==> src/rtl/fetch_sequencer.sv <==
// rtl/fetch_sequencer.sv - single-issue instruction fetch sequencer with misalign trap
module fetch_sequencer #(
  parameter logic [31:0] RESET_PC = 32'h0000_0000
) (
  input  logic        clk,
  input  logic        rst_n,
  input  logic        NextPCSrc,
  input  logic [31:0] BrTarget,
  input  logic        BrValid,
  output logic        IReq,
  output logic [31:0] IAddr,
  input  logic        IReady,
  input  logic [31:0] IData,
  output logic [31:0] Inst,
  output logic        InstValid,
  output logic [31:0] PC,
  output logic        MisalignTrap,
  output logic [31:0] RetireCount
);

  typedef enum logic [1:0] {
    START = 2'd0,
    FETCH = 2'd1,
    HOLD  = 2'd2,
    TRAP  = 2'd3
  } state_t;

  state_t state;

  // The memory address always tracks the PC register; PC only ever holds
  // aligned values because misaligned redirects are trapped, not taken.
  assign IAddr = PC;

  // Fetch/hold/resolve sequencer; all outputs are registered alongside the state
  always_ff @(posedge clk or negedge rst_n) begin
    if (!rst_n) begin
      state        <= START;
      PC           <= RESET_PC;
      Inst         <= 32'h0000_0000;
      InstValid    <= 1'b0;
      IReq         <= 1'b0;
      MisalignTrap <= 1'b0;
      RetireCount  <= 32'h0000_0000;
    end else begin
      case (state)
        START: begin
          state <= FETCH;
          IReq  <= 1'b1;
        end

        FETCH: begin
          if (IReady) begin
            Inst      <= IData;
            IReq      <= 1'b0;
            InstValid <= 1'b1;
            state     <= HOLD;
          end
        end

        HOLD: begin
          if (BrValid) begin
            InstValid <= 1'b0;
            if (!NextPCSrc) begin
              PC          <= PC + 32'd4;
              RetireCount <= RetireCount + 32'd1;
              IReq        <= 1'b1;
              state       <= FETCH;
            end else if (BrTarget[1:0] == 2'b00) begin
              PC          <= BrTarget;
              RetireCount <= RetireCount + 32'd1;
              IReq        <= 1'b1;
              state       <= FETCH;
            end else begin
              // PC keeps the faulting instruction's address for the handler
              MisalignTrap <= 1'b1;
              state        <= TRAP;
            end
          end
        end

        TRAP: begin
          state <= TRAP;
        end

        default: begin
          state <= START;
          IReq  <= 1'b0;
        end
      endcase
    end
  end

endmodule
==> config.mk <==
export PLATFORM = sky130hd
export DESIGN_NAME = fetch_sequencer
export DESIGN_NICKNAME = d
export VERILOG_FILES = /design/src/rtl/fetch_sequencer.sv
export SDC_FILE = /design/constraint.sdc
export NUM_CORES = 1
export LEC_CHECK = 0
export CAP_MARGIN = 20
export CORE_MARGIN = 1
export CORE_UTILIZATION = 49
export CTS_BUF_LIST = sky130_fd_sc_hd__clkbuf_8
export DETAILED_ROUTE_END_ITERATION = 10
export HOLD_SLACK_MARGIN = 0.12
export MAX_ROUTING_LAYER = met4
export PLACE_DENSITY = 0.85
export SLEW_MARGIN = 25
export SYNTH_ARGS = -nofsm -noshare
export SYNTH_HDL_FRONTEND = slang
export SYNTH_SLANG_ARGS = --single-unit
==> constraint.sdc <==
create_clock -name clk -period 2.72 [get_ports clk]
set_input_delay 0.408 -clock clk [delete_from_list [all_inputs] [get_ports clk]]
set_output_delay 0.408 -clock clk [all_outputs]
set_load 0.005 [all_outputs]
# Word-level counts from Yosys, hierarchy flattened
# Index checks and enable logic that the tools add are counted.
# totals
reg_bits	101
latchBits	0
mem_bits_rw	0
rom_bits	0
input_bits	69
out_inout_bits	131
wordCells	44
memories	0
# op_classes
n_addsub	2
multipliers	0
div_mod_pow	0
order_cmp	0
eq_ne	7
shifts	0
mux	17
n_bitwise	1
n_reduce_logical	10
# op_table
cell	n
$mux 32	4
$add 32x1->32 const B	1
$add 32x3->32 const B	1
$mux 2	4
$pmux 2 s4	1
$reduce_and 4->1	2
$mux 1	6
$reduce_and 3->1	2
$eq 2x2->1 const B	2
$logic_not 2->1	2
$ne 2x2->1 const B	2
$reduce_and 2->1	2
$ne 3x3->1 const B	1
$pmux 1 s3	1
$reduce_bool 3->1	1
$eq 2x1->1 const B	1
$ne 2x1->1 const B	1
$pmux 1 s2	1
$reduce_bool 2->1	1
$not 1->1	1

# Logic depth before layout (Yosys ltp)
# depth
word_depth	5
depth_mapped	7
ltp_nobuf	6

# Least setup slack after synthesis
# Ideal clock, no wire load.
# synth_timing
path_kind	reg2reg
startpoint	register PC[2] (netlist: IAddr[2])
endpoint	register PC[30] (netlist: IAddr[30])
setup_ns	0.126
t_arrival_ns	1.705
t_required_ns	2.594
setup_slack_ns	0.889
stages_incl_launch_ff	6
n_path_buf	0
period_less_slack_ns	1.831
path_cell_list	dfrtp_1 -> ha_1 -> nand2_1 -> nor4_4 -> nand4bb_1 -> a311o_1
# synth_between
elab_chain_len	2
# synth_lines
item	line	text
start, declared	16	output logic [31:0] PC,
start signal, assigned	64	PC <= PC + 32'd4;
start signal, assigned	69	PC <= BrTarget;
$add 32x3->32	64	
$mux 32	63	if (!NextPCSrc) begin
# No other way between the ends.
# A chain may end at the register's enable or synchronous reset.

# Worst setup path in the final report
# Ends and elaborated chain as after synthesis.

==> out/metrics.cfg <==
[worst_setup_path]
crit_type=reg2reg
crit_required_ps=2970
end_kind=flop
path_buf_inv=0
path_cells=ha_1 -> nand2_1 -> nor4_4 -> nand4bb_1 -> a311o_1
critPathCapture=IAddr[30]
timing.rr.end=IAddr[30]
slowest_stage=nor4_4
path_depth=5
slowest_delay_ps=570
setup.worst_path.start_class=flop
rrSetupSlack_ps=510
crit_start=IAddr[2]
r2r_cells=5
arrival_ps=2470
reg2reg_from=IAddr[2]
critPathTopFamily=simple AND/OR/NAND/NOR gates
critPathMaxFanout=9

[cts]
cts_sinks=101
path_clk_slew_ps=100
cts_tree=done
cts_setup_buffers=0
cts_made_buffers=9
cts_buffer_depth=2
insertion_delay_ps=370
cts_root_buffer=clkbuf_8
cts.htree.levels=3

[sta]
fmax_ghz=0.452
skew_ps=9.96
fin_ws_ps=508
timing.slew.headroom=0.514
timing.setup.tns_ps=0
worst_pin_slew_ps=726
hold-worst-slack_ps=495
rsz0062_at_grt=false
finalHoldViolCount=0
period_needed_ps=2210
slew_viol_final=0
post-route-period-util=0.813
final-setup-viol-count=0

[routing]
drcViolationCount=0
wl_per_cell_um=17.3
drtIter0Drc=196
final_antenna_net_count=0
routed_wl_um=14000
firstDrtPassIters=4
via_count=4583
viasPerCell=5.67

[layout]
final_common_cell=clkdlybuf4s50_1
final_cell_mix=clkdlybuf4s50_1 (198), dfrtp_1 (101), nand2_1 (37)
final_util=0.710
nets=738
num_antenna_cells=0
area_growth_pct=40.5
layout.cells.non_filler=808
final_layout_size_suffix_gt1_frac=0.110

[synth]
syn_inst=501
async_flop_share=1.00
synth_enable_flop_cells=0
ys_seq_elements=101
yosysSeqAreaShare=0.485
yosysWarnings=0
synth_ff_type=dfrtp_1
avgSynthCellArea_um2=10.4
syn_area_um2=5220
syn-num-nets=572
synth.largest_area_cell=dfrtp_1
synth_top_area_share=0.485
synthTopCellsByArea=dfrtp_1 (48%), mux2_2 (7.1%), buf_4 (4.6%)
ys_types=49

[outcome]
status=complete, no violations

[floorplan]
core_area_um2=10300
die-area_um2=11100
initial_core_util=0.505
io_pins=200
die_w_um=105
row_count=37
fp.dieH_um=105

[global_route]
grt_pass1_wl_um=22600
grt_use_total=0.267
grt_max_degree=55
grt_antenna_before_repair=0
grt_pass1_vias=4460
grt_overflow_total=0

[place]
hpwl_um=10200
routabilityCongestion=0.902
dpl_worst_slack_ps=264
dp_cells=791
port_buffers=199

[min_path]
hp-start=RetireCount[10]
hold_path_class=reg2reg

[flow_run]
drv_cap=0

[power_and_ir_drop]
power_leakage_nw=3.03
peakVddDrop_mv=0.487
powerDensity_nw_per_um2=556

-- flip-flops by register name, summed over array words and instances, names as in the netlist --
name / cells
RetireCount: 32
IReq: 1
Inst: 32
state: 2
MisalignTrap: 1
InstValid: 1
IAddr: 32
-- worst min-delay path by stage --
stage,endpoint,depth (start not counted)
finish,RetireCount[10],1
global route,Inst[27],1
CTS,RetireCount[10],1
detailed placement,InstValid,2
global placement,MisalignTrap,1
floorplan,IAddr[0],0
-- final cells by class --
type	instances	area (um2)
Inverter	8	30.0
Multi-Input combinational cell	337	2320
Clock buffer	9	124
Clock inverter	7	67.6
Fill cell	756	3000
Timing Repair Buffer	210	2090
Sequential cell	101	2530
Tap cell	136	170
-- per-layer routing --
metal / global-route usage / wire length [um]
met5: - / 0
met4: 0.0875 / 274
met3: 0.0487 / 850
met2: 0.444 / 7160
met1: 0.331 / 5670
-- timing repair --
item | 4_1_cts | 5_1_grt
hold buffers | 1 | 0
resized for setup | 0 | 0
hold endpoints to repair | 53 | 0
-- where the power goes --
group          switching (mW)  total (mW)  internal, mW
Clock                   0.575       0.930         0.356
Sequential              0.187        1.98          1.79
Combinational           0.350        1.17         0.816
Total                    1.11        4.07          2.96
-- per-stage QoR --
step	power [mW]	area, um2
final	4.07	7330
after CTS	4.11	7330
after detailed placement	3.18	7130
after floorplan	2.34	5220
after global routing	4.27	7330
after global placement	3.13	7130
-- synth_stat cells, drive strengths merged, types with 3 or more instances --
cell / instances
a211oi: 5
inv: 8
a21o: 4
mux2: 33
xor2: 5
buf: 43
dfrtp: 101
and2: 4
mux2i: 10
a21oi: 25
and4: 5
nor3: 14
o221a: 3
nand2: 38
o22ai: 21
o2bb2ai: 6
a31oi: 3
nor2: 27
and3: 12
o21ai: 14
xnor2: 26
nand3: 29
clkbuf: 12
nand4: 25
nor4: 10
-- logic make-up after synthesis --
kind of cell,synth area share
compound gates,0.111
buf+inv,0.0701
simple gates,0.187
fa+ha+maj,0.00480
mux,0.0905
flops,0.485
xor+xnor,0.0521
-- worst register-to-register path, stage by stage, from the launching register on --
cell and delay [ps]:
dfrtp_1 450, ha_1 220, nand2_1 210, nor4_4 580, nand4bb_1 240, a311o_1 400
Power figures use the tool's default switching activity.
